**src/rtl/fwd_pkg.sv**
```systemverilog
// Shared definitions for the forwarding / load-use hazard unit.
//   fsm_state_e  : interlock FSM encoding (RUN, HOLD)
//   FWD_RF       : select value meaning "take the register-file read data"
//   STALL_CNT_W  : width of the saturating stall counter
package fwd_pkg;

  typedef enum logic {
    ST_RUN  = 1'b0,
    ST_HOLD = 1'b1
  } fsm_state_e;

  localparam int FWD_RF      = 0;
  localparam int STALL_CNT_W = 16;

endpackage

```
**src/rtl/fwd_match.sv**
```systemverilog
// Per-operand priority match against the in-flight destination records.
// Ports:
//   src_reg     in   source register number of this operand
//   src_used    in   operand is actually read by the instruction in decode
//   rec_valid   in   valid bit of each tracked stage (bit k-1 = stage k)
//   rec_dst     in   destination register of each stage (slot k-1 = stage k)
//   rec_late_s1 in   stage-1 record is a late (shift/memory) result
//   sel         out  0 = register file, k = forward from stage k
//   late_hit    out  winning match is the late record in stage 1
module fwd_match
  import fwd_pkg::*;
#(
  parameter int REG_AW     = 3,
  parameter int NUM_STAGES = 2,
  parameter int ZERO_REG   = 0,
  parameter int SEL_W      = $clog2(NUM_STAGES + 1)
) (
  input  logic [REG_AW-1:0]            src_reg,
  input  logic                         src_used,
  input  logic [NUM_STAGES-1:0]        rec_valid,
  input  logic [NUM_STAGES*REG_AW-1:0] rec_dst,
  input  logic                         rec_late_s1,
  output logic [SEL_W-1:0]             sel,
  output logic                         late_hit
);

  logic src_zero;

  assign src_zero = (ZERO_REG != 0) && (src_reg == '0);

  // Scan oldest to youngest so the youngest matching writer overwrites sel.
  always_comb begin
    sel = SEL_W'(FWD_RF);
    for (int k = NUM_STAGES - 1; k >= 0; k--) begin
      if (src_used && !src_zero && rec_valid[k] &&
          (rec_dst[k*REG_AW +: REG_AW] == src_reg)) begin
        sel = SEL_W'(k + 1);
      end
    end
  end

  // Only a stage-1 winner can be unavailable; an older late writer is
  // always shadowed by the stage-1 match when both exist.
  assign late_hit = (sel == SEL_W'(1)) && rec_late_s1;

endmodule

```
**src/rtl/fwd_hazard_unit.sv**
```systemverilog
// Forwarding and load-use hazard unit sitting beside decode.
// Tracks destination records of instructions in flight, picks every source
// operand from the register file or the youngest matching stage, and stalls
// decode for one cycle when the needed result is a late result still in
// stage 1.
//
//   state | meaning
//   ------+---------------------------------------------------------------
//   RUN   | normal issue; stall when a used operand hits a late stage-1 record
//   HOLD  | bubble inserted; late record now in stage 2 and forwardable
//
// Ports:
//   clk, reset    clock (rising edge), asynchronous active-high reset
//   id_*          decode-stage instruction: sources, used mask, destination,
//                 write enable, late-result class
//   flush         drop all in-flight records, return to RUN
//   rf_data       register-file read data per operand
//   stage_data    result bus of stage k at slot k-1
//   stall         hold decode this cycle
//   fwd_sel       per-operand select (0 = register file, k = stage k)
//   opnd_data     selected operand values
//   stall_count   saturating count of stall cycles
// NUM_STAGES must be at least 2: the interlock relies on stage 2 existing.
module fwd_hazard_unit
  import fwd_pkg::*;
#(
  parameter int DATA_W     = 8,
  parameter int REG_AW     = 3,
  parameter int NUM_SRC    = 2,
  parameter int NUM_STAGES = 2,
  parameter int ZERO_REG   = 0,
  parameter int SEL_W      = $clog2(NUM_STAGES + 1)
) (
  input  logic                         clk,
  input  logic                         reset,
  input  logic                         id_valid,
  input  logic [NUM_SRC*REG_AW-1:0]    id_src_reg,
  input  logic [NUM_SRC-1:0]           id_src_used,
  input  logic [REG_AW-1:0]            id_dst_reg,
  input  logic                         id_wr_en,
  input  logic                         id_late,
  input  logic                         flush,
  input  logic [NUM_SRC*DATA_W-1:0]    rf_data,
  input  logic [NUM_STAGES*DATA_W-1:0] stage_data,
  output logic                         stall,
  output logic [NUM_SRC*SEL_W-1:0]     fwd_sel,
  output logic [NUM_SRC*DATA_W-1:0]    opnd_data,
  output logic [STALL_CNT_W-1:0]       stall_count
);

  // Older stages only need {valid, dst}: a late result is ready by stage 2,
  // so the late flag is kept for stage 1 alone.
  logic [NUM_STAGES-1:0]        rec_valid_q, rec_valid_d;
  logic [NUM_STAGES*REG_AW-1:0] rec_dst_q, rec_dst_d;
  logic                         rec_late_q, rec_late_d;
  fsm_state_e                   state_q, state_d;
  logic [STALL_CNT_W-1:0]       stall_count_q, stall_count_d;

  logic [NUM_SRC-1:0]           late_hit;
  logic                         hazard;

  for (genvar i = 0; i < NUM_SRC; i++) begin : g_match
    fwd_match #(
      .REG_AW     (REG_AW),
      .NUM_STAGES (NUM_STAGES),
      .ZERO_REG   (ZERO_REG),
      .SEL_W      (SEL_W)
    ) u_match (
      .src_reg     (id_src_reg[i*REG_AW +: REG_AW]),
      .src_used    (id_src_used[i]),
      .rec_valid   (rec_valid_q),
      .rec_dst     (rec_dst_q),
      .rec_late_s1 (rec_late_q),
      .sel         (fwd_sel[i*SEL_W +: SEL_W]),
      .late_hit    (late_hit[i])
    );
  end

  assign hazard = |late_hit;

  always_comb begin
    state_d = state_q;
    stall   = 1'b0;
    case (state_q)
      ST_RUN: begin
        stall = hazard & id_valid;
        if (stall) state_d = ST_HOLD;
      end
      ST_HOLD: state_d = ST_RUN;
      default: state_d = ST_RUN;
    endcase
    if (flush) state_d = ST_RUN;
  end

  // Record shift: a stalled instruction enters as a bubble.
  always_comb begin
    rec_valid_d = {rec_valid_q[NUM_STAGES-2:0], id_valid & id_wr_en & ~stall};
    rec_dst_d   = {rec_dst_q[(NUM_STAGES-1)*REG_AW-1:0], id_dst_reg};
    rec_late_d  = id_late & id_valid & id_wr_en & ~stall;
    if (flush) begin
      rec_valid_d = '0;
      rec_late_d  = 1'b0;
    end
  end

  always_comb begin
    stall_count_d = stall_count_q;
    if (stall && (stall_count_q != '1)) stall_count_d = stall_count_q + 1'b1;
  end

  always_comb begin
    opnd_data = rf_data;
    for (int i = 0; i < NUM_SRC; i++) begin
      for (int k = 0; k < NUM_STAGES; k++) begin
        if (fwd_sel[i*SEL_W +: SEL_W] == SEL_W'(k + 1)) begin
          opnd_data[i*DATA_W +: DATA_W] = stage_data[k*DATA_W +: DATA_W];
        end
      end
    end
  end

  always_ff @(posedge clk or posedge reset) begin
    if (reset) begin
      rec_valid_q   <= '0;
      rec_dst_q     <= '0;
      rec_late_q    <= 1'b0;
      state_q       <= ST_RUN;
      stall_count_q <= '0;
    end else begin
      rec_valid_q   <= rec_valid_d;
      rec_dst_q     <= rec_dst_d;
      rec_late_q    <= rec_late_d;
      state_q       <= state_d;
      stall_count_q <= stall_count_d;
    end
  end

  assign stall_count = stall_count_q;

endmodule

```
**config.mk**
```make
export PLATFORM = sky130hd
export DESIGN_NAME = fwd_hazard_unit
export DESIGN_NICKNAME = d
export VERILOG_FILES = /design/src/rtl/fwd_pkg.sv /design/src/rtl/fwd_match.sv /design/src/rtl/fwd_hazard_unit.sv
export SDC_FILE = /design/constraint.sdc
export NUM_CORES = 1
export LEC_CHECK = 0
export ABC_AREA = 1
export CORE_ASPECT_RATIO = 1.4
export CORE_MARGIN = 2
export CORE_UTILIZATION = 39
export CTS_CLUSTER_SIZE = 25
export DETAILED_ROUTE_END_ITERATION = 8
export PLACE_DENSITY = 0.85
export SYNTH_ARGS = -nofsm -noshare
export SYNTH_HDL_FRONTEND = slang
export SYNTH_SLANG_ARGS = --single-unit
export TNS_END_PERCENT = 10
```
**constraint.sdc**
```tcl
create_clock -name clk -period 1.49 [get_ports clk]
set_input_delay 0.298 -clock clk [delete_from_list [all_inputs] [get_ports clk]]
set_output_delay 0.298 -clock clk [all_outputs]
set_load 0.1 [all_outputs]
```
; ---- Word level (Yosys, flattened, before mapping)
; Cells that the tools add are included.
[totals]
regBits = 26
in_bits = 49
output_inout_bits = 37
elab_cells = 49
[op_classes]
n_addsub = 1
eq_ne = 9
n_mux = 14
bitwise = 8
reduce_logical = 12
[op_table]
columns = op, count
row1 = 2-to-1 mux 8 bit, 4
row2 = "adder 16 x 1 -> 16 bit, second input constant", 1
row3 = "inequality test 16 bit, second input constant", 1
row4 = equality test 3 bit, 4
row5 = logical AND 1 bit, 11
row6 = 2-to-1 mux 2 bit, 5
row7 = AND 1 bit, 6
row8 = "equality test 2 x 1 -> 1 bit, second input constant", 2
row9 = "equality test 2 bit, second input constant", 2
row10 = 2-to-1 mux 1 bit, 4
row11 = NOT 1 bit, 2
row12 = case mux 1 bit (2 select lines), 1
row13 = OR reduction 2 bit, 1

; ---- Longest topological paths before layout
; Gate-level depths: netlist (run 1).
[logic_depth]
depth_word = 12
ltp_mapped = 11
ltp_nobuf = 9

; ---- By module
; A second synthesis (run 1) with hierarchy kept.
[unflattened]
hier_cells = 320
hier_area_um2 = 1999.4
[modules_own_cells]
columns = mod, n_inst, cells_per_inst, area_each_um2, seq_area_each_um2
row1 = fwd_hazard_unit, 1, 246, 1669.1, 650.6
row2 = fwd_match, 2, 37, 165.2, 0.0

; ---- Least setup slack after synthesis (run 1)
; Ideal clock, no wire load.
[synth_path]
path_kind = register to output
from = reg rec_dst_q[2]
to = out opnd_data[0]
arrival_ps = 2116
required_time_ps = 1192
slack_ps = -924
stages_incl_launch_ff = 10
n_path_buf = 0
cell_sequence = dfrtp_1 inv_1 nand2_1 nand2_1 nor2_4 nand2_4 nand2_1 inv_2 nand2_1 nand2_1
[synth_via]
elab_chain_len = 6
word_cells_on_any_way = 7
classes_between = eq/ne: 3 / mux: 3 / reduce/logical: 1
[synth_rtl]
columns = item, line
row1 = from (decl), fwd_hazard_unit.sv:54  ; logic [NUM_STAGES*REG_AW-1:0] rec_dst_q, rec_dst_d;
row2 = from (signal assigned), fwd_hazard_unit.sv:131  ; rec_dst_q <= rec_dst_d;
row3 = equality test 3 bit (*), fwd_match.sv:36  ; (rec_dst[k*REG_AW +: REG_AW] == src_reg)) begin
row4 = logical AND 1 bit (*), fwd_match.sv:35  ; if (src_used && !src_zero && rec_valid[k] &&
row5 = 2-to-1 mux 2 bit (*), fwd_match.sv:35
row6 = via fwd_sel[1], fwd_hazard_unit.sv:46  ; output logic [NUM_SRC*SEL_W-1:0] fwd_sel,
row7 = equality test 2 x 1 -> 1 bit, fwd_hazard_unit.sv:115  ; if (fwd_sel[i*SEL_W +: SEL_W] == SEL_W'(k + 1)) begin
row8 = 2-to-1 mux 8 bit, fwd_hazard_unit.sv:115
row9 = 2-to-1 mux 8 bit (*), fwd_hazard_unit.sv:115
row10 = to (decl), fwd_hazard_unit.sv:47  ; output logic [NUM_SRC*DATA_W-1:0] opnd_data,
; Mark *: on every way through the listed nets, which the timed path passes. The rest lies on a longest branch.

; ---- Final worst setup path (run 1)
[layout_path]
from = reg rec_dst_q[2]
to = out opnd_data[10]
[layout_via]
elab_chain_len = 6
word_cells_on_any_way = 7
classes_between = eq/ne: 3 / mux: 3 / reduce/logical: 1
[layout_rtl]
columns = item, line
row1 = equality test 3 bit (*), fwd_match.sv:36
row2 = logical AND 1 bit (*), fwd_match.sv:35
row3 = 2-to-1 mux 2 bit (*), fwd_match.sv:35
row4 = equality test 2 x 1 -> 1 bit, fwd_hazard_unit.sv:115
row5 = 2-to-1 mux 8 bit, fwd_hazard_unit.sv:115
row6 = 2-to-1 mux 8 bit (*), fwd_hazard_unit.sv:115
; Mark *: on every way between the ends. The rest lies on a longest branch, timed or not.

==> flow_summary.yaml, run 1 <==
power:
  p_comb_share_pct: 36.7
  ir_drop_uv: 458.4
  p_leak_nw: 1.923
  power.net_switching_mw: 0.6817
  internal_power_mw: 1.410
  p_sw_share_pct: 32.58
  seq_power_share_pct: 34.9
  clock_power_share_pct: 28.4
  powerDensity_nw_per_um2: 489.8
timing:
  worstMarginPinSlew_ps: 468.3
  period_needed_ps: 2276
  min_period_over_period_pct: 152.7
  finalMaxSlewViolations: 0
  slew_headroom_pct: 68.64
  fin_ws_ps: -785.7
  setup_viol: 40
  finClkSkew_ps: 1.883
  rsz0062_at_grt: "true"
  hold_violations: 0
  max_freq_mhz: 439.4
  fin_tns_setup_ps: -20700
floorplan:
  core_area_um2: 5159
  die_area_um2: 5944
  start_util_pct: 40.33
  rows: 31
  fp.dieW_um: 65.73
  num_io_pins: 86
  die_y_um: 90.43
flow_run:
  max_cap_viol_count: 0
place:
  place_congestion: 0.9134
  place_inst: 501
  io_buffers: 85
  hpwl_mm: 5.987
  pre_cts_slack_ps: -873.0
  placed_cell_area_um2: 3995
synthesis:
  ys_warn_count: 0
  synthMostInstantiatedCell: "nand2_1"
  yosysTopAreaCell: "dfrtp_1"
  synth_common_cells: "nand2_1, inv_1, dfrtp_1, nor2_1, o211ai_1"
  syn_nets: 362
  yosys.area.top_type_share_pct: 31.27
  synth_cell_types: 28
  syn_avg_cell_area_um2: 6.669
  synth_edf_count: 0
  syn_area_um2: 2081
  synthTopCellsByArea: "dfrtp_1, nand2_1, inv_1"
  synthArstFlopShare_pct: 100.0
  postSynthCellCount: 312
  ys_seq_elements: 26
  synthFlopType: "dfrtp_1"
  seq_area_frac_synth_pct: 31.27
final_layout:
  drive_gt1_share_pct: 40.63
  layout.cells.non_filler: 514
  nFillCells: 262
  postLayoutCoreUtil_pct: 82.80
  fin_nets: 499
  final_area_um2: 4272
  diodes: 0
  areaGrowthSynthToFinish_pct: 105.3
grt:
  grt_pass1_wl_mm: 14.17
  gr-usage-all-layers_pct: 30.66
  grt_pass1_vias: 2914
  grt-ovfl-total: 0
  antenna_found_initial: 0
  grt_max_degree: 30
routing:
  num_vias: 2714
  ant_nets: 0
  drt_first_iter_violations: 256
  drcViolationCount: 0
  dr.pass1.iters: 4
  viasPerCell: 5.280
  wl_per_cell_um: 17.18
  totalWireLength_mm: 8.832
clock_network:
  cts_max_level: 1
  hold_buffers: 0
  cts_buffers: 3
  cts_tree: "yes"
  cts_sinks: 26
  root_buffer: "clkbuf_8"
  clock_path_buffers: 2
  clk_pin_slew_ps: 90
  insertion_delay_ps: 280
setup_path:
  r2r_setup_slack_ps: -400
  cp.required_ps: 1190
  endpoint_kind: "output port"
  critPathMaxFanout: 5
  path_class: "reg2out"
  crit_arrival_ps: 1980
  critPathLaunchType: "flop"
outcome:
  violations: "setup timing"
  status: "finished, violations left"
worst_hold_path:
  hold_path.class: "in2async"
stage by stage:
step           hold WS, ps  total power, mW
2_1_floorplan        329.4            1.127
3_3_place_gp         409.0            1.466
3_5_place_dp         429.5            1.485
4_1_cts              395.9            2.081
5_1_grt              436.5            2.165
6_report             386.5            2.092
area by class of cell:
| cell class | instances | area [um^2] | share of cell area, % |
|---|---|---|---|
| clock buffer | 3 | 41.29 | 0.9666 |
| multi-input combinational | 225 | 1513 | 35.41 |
| clock inverter | 1 | 30.03 | 0.7030 |
| timing repair buffer | 136 | 1695 | 39.69 |
| inverter | 57 | 234.0 | 5.477 |
| tap | 66 | 82.58 | 1.933 |
| sequential | 26 | 675.6 | 15.82 |
flip-flops by register name, indices dropped and copies added (netlist names):
| register | cells |
|---|---|
| rec_valid_q | 2 |
| state_q | 1 |
| stall_count | 16 |
| rec_dst_q | 6 |
| rec_late_q | 1 |
critical path, cell delays in order (launching register included):
cell	delay, ps
dfrtp_1	440
inv_2	60
nand2_1	90
nand2_2	90
nor2_4	130
nand2_4	110
buf_12	160
nand2_1	90
o211ai_1	110
buf_4	180
nand2_8	70
buf_12	160
cells in the final DEF, fill, tap and decap left out, types with 2 or more instances in the layout:
| cell | count |
|---|---|
| nand3_1 | 6 |
| nor2_1 | 21 |
| dfrtp_4 | 2 |
| clkinvlp_4 | 2 |
| nand2_8 | 16 |
| clkdlybuf4s50_1 | 40 |
| nand2_1 | 92 |
| xnor2_1 | 5 |
| nor3_1 | 2 |
| o21ai_2 | 10 |
| o211ai_1 | 16 |
| dfrtp_1 | 10 |
| nor2_2 | 4 |
| nand2_2 | 18 |
| buf_6 | 3 |
| buf_4 | 42 |
| nand3b_1 | 2 |
| dlygate4sd2_1 | 8 |
| nand4_1 | 10 |
| clkbuf_8 | 3 |
| buf_12 | 39 |
| inv_2 | 5 |
| dfrtp_2 | 14 |
| nor2_4 | 5 |
| nand2_4 | 6 |
| o21ai_1 | 4 |
| inv_1 | 48 |
| buf_16 | 2 |
logic make-up (layout without fill, tap and decap cells):
| logic type | count (synthesis) | count (layout) | synth area share (%) |
|---|---|---|---|
| buffers and inverters | 62 | 197 | 12.69 |
| DFF | 26 | 26 | 31.27 |
| adders and majority gates | 1 | 1 | 0.6012 |
| AOI/OAI and AO/OA | 31 | 31 | 11.18 |
| xor gates and xnor gates | 6 | 6 | 2.526 |
| and+or+nand+nor | 186 | 187 | 41.73 |
worst paths after layout:
check                               from  cells past startpoint              to
setup / recovery            rec_dst_q[2]                     11   opnd_data[10]
hold / removal                     reset                      3    rec_dst_q[4]
setup reg to reg            rec_dst_q[2]                     13  stall_count[5]
hold reg to reg             rec_dst_q[1]                      0    rec_dst_q[4]
max in group asynchronous          reset                      3  stall_count[1]
min in group clk           id_dst_reg[0]                      1    rec_dst_q[0]
power groups by stage:
stage	logic [mW]	clock network [mW]	registers, mW
floorplan	0.378	0	0.750
global placement	0.725	0	0.741
detailed placement	0.742	0	0.743
CTS	0.748	0.604	0.729
global route	0.803	0.631	0.731
finish	0.768	0.595	0.730
what timing repair did:
item | CTS | global route
setup endpoints to repair | 40 | 40
setup buffers | 4 | 1
gates cloned | 3 | 1
gates resized for setup | 29 | 11
pin swaps | 15 | 14
per-layer routing:
metal | share of wire, % | vias up | track usage (%) | wire length, um
met3 | 7.0 | 44 | 6.608 | 617
met1 | 33 | 1282 | 31.18 | 2894
met4 | 5.6 | 0 | 15.63 | 496
met2 | 55 | 151 | 56.31 | 4823
met5 | 0 | - | 0 | 0
li1 | - | 1237 | - | -
Note: power is estimated with default switching activity, not from simulation.
==> run 2, diff against run 1 <==
Settings changed: SKIP_CTS_REPAIR_TIMING from default to 1.
==> run 2 against run 1 <==
The run still ends with setup timing left. Global-route usage down 3.7 points. Final area unchanged. Critical path depth down 1. Clock power about the same. Non-clock buffer count down 4. Final cell count down 0.97%. Clock skew about the same. Core utilization unchanged. Sequential power about the same. Total power up 0.55%. Hold slack about the same. Setup slack worse by 16 ps.
==> flow_summary.yaml, run 2 (synthesis gave the netlist of run 1 again) <==
power:
  p_comb_share_pct: 37.1
  seq_power_share_pct: 34.7
  clock_power_share_pct: 28.3
  p_total_mw: 2.104
  internal_power_mw: 1.417
  p_sw_share_pct: 32.63
  powerDensity_nw_per_um2: 492.5
  ir_drop_uv: 456.8
  power.net_switching_mw: 0.6863
  p_leak_nw: 1.963
setup_path:
  cp_slowest_cell: "dfrtp_1"
  cp.required_ps: 1190
  critPathMaxFanout: 7
  crit_chain: "nand2_1, inv_1, nand2_2, nor2_4, nand2_4, clkbuf_16, nand2_1, o211ai_1, nand2_8, buf_12"
  endpoint_kind: "output port"
  critPathMostFrequentCell: "nand2_1"
  crit_family: "simple AND/OR/NAND/NOR gates"
  critPathLaunchType: "flop"
  crit_start: "rec_valid_q[0]"
  rr_startpoint: "rec_dst_q[0]"
  worst_path_largest_cell_delay_ps: 410
  crit_arrival_ps: 1990
  path_buf_inv: 3
  path_class: "reg2out"
flow_run:
  max_cap_viol_count: 0
routing:
  drcViolationCount: 0
  ant_nets: 0
  wl_per_cell_um: 17.07
  totalWireLength_mm: 8.689
  viasPerCell: 5.287
  dr.pass1.iters: 4
  num_vias: 2691
  drt_first_iter_violations: 170
grt:
  grt_pass1_vias: 2788
  grt_pass1_wl_mm: 12.71
  grt-ovfl-total: 0
  gr-usage-all-layers_pct: 26.92
  grt_max_degree: 30
  antenna_found_initial: 0
final_layout:
  regArea_um2: 675.6
  drive_gt1_share_pct: 41.53
  postLayoutCoreUtil_pct: 82.80
  layout.cells.most_common_list: "nand2_1, inv_1, clkdlybuf4s50_1"
  final_area_um2: 4272
  fin_nets: 494
  largest_reg_flops: 16
  multiInputGateArea_um2: 1531
  diodes: 0
  nFillCells: 262
  layout_commonest_cell: "nand2_1"
  areaGrowthSynthToFinish_pct: 105.3
clock_network:
  cts_max_level: 1
  clk_pin_slew_ps: 90
  insertion_delay_ps: 280
  cts_sinks: 26
  clock_path_buffers: 2
  cts_tree: "yes"
  cts_buffers: 3
  root_buffer: "clkbuf_8"
floorplan:
  start_util_pct: 40.33
  die_area_um2: 5944
  core_area_um2: 5159
  rows: 31
  fp.dieW_um: 65.73
  num_io_pins: 86
  die_y_um: 90.43
timing:
  finClkSkew_ps: 1.557
  hold_slack_ps: 386.5
  worstMarginPinSlew_ps: 492.6
  min_period_over_period_pct: 153.8
  hold_violations: 0
  rsz0062_at_grt: "true"
  setup_viol: 40
  period_needed_ps: 2291
  slew_headroom_pct: 67.01
  fin_ws_ps: -801.5
  max_freq_mhz: 436.4
  finalMaxSlewViolations: 0
place:
  hpwl_mm: 5.987
  place_congestion: 0.9134
  placed_cell_area_um2: 3995
  io_buffers: 85
worst_hold_path:
  hold_path.class: "in2async"
outcome:
  status: "finished, violations left"
  violations: "setup timing"
run 2: per-stage QoR:
step | setup TNS [ps] | worst slack [ps] | instances
3_5_place_dp | -30180 | -873.0 | 501
2_1_floorplan | -8599 | -294.3 | 312
5_1_grt | -22800 | -911.8 | 509
6_report | -18820 | -801.5 | 509
3_3_place_gp | -27420 | -799.6 | 501
4_1_cts | -24600 | -877.0 | 505
run 2: worst reg2reg max path, cell delays in order, from the launching register on:
cell and delay (ps):
dfrtp_1 420, inv_2 70, nand2_2 60, nand2_2 70
nor2_4 120, nand2_4 90, clkbuf_16 180, buf_4 140
nand2_4 60, buf_6 110, nand3_4 70, buf_12 180
nand2_1 80, o21ai_1 60
run 2: area by class of cell:
cell class / instances / share of cell area (%)
timing repair buffer: 132 / 39.25
multi-input combinational: 224 / 35.85
sequential: 26 / 15.82
inverter: 57 / 5.477
tap: 66 / 1.933
clock buffer: 3 / 0.9666
clock inverter: 1 / 0.7030
run 2: path summary, 6_finish.rpt:
kind,end,slack (ps),cells past startpoint
setup reg to reg,stall_count[5],-330,13
setup / recovery,opnd_data[1],-800,10
min in group clk,rec_dst_q[0],450,1
hold / removal,rec_dst_q[4],390,3
max in group asynchronous,stall_count[0],820,3
hold reg to reg,rec_dst_q[5],470,0
run 2: routing by layer:
layer | routed length (um) | global-route usage, %
met2 | 4720 | 50.84
met5 | 0 | 0
met4 | 427 | 11.46
met1 | 2971 | 28.49
met3 | 569 | 3.616
run 2: power groups by stage:
stage	registers (mW)	clock network [mW]	logic [mW]
2_1_floorplan	0.750	0	0.378
3_3_place_gp	0.741	0	0.725
3_5_place_dp	0.743	0	0.742
4_1_cts	0.728	0.604	0.745
5_1_grt	0.731	0.631	0.814
6_report	0.730	0.595	0.779
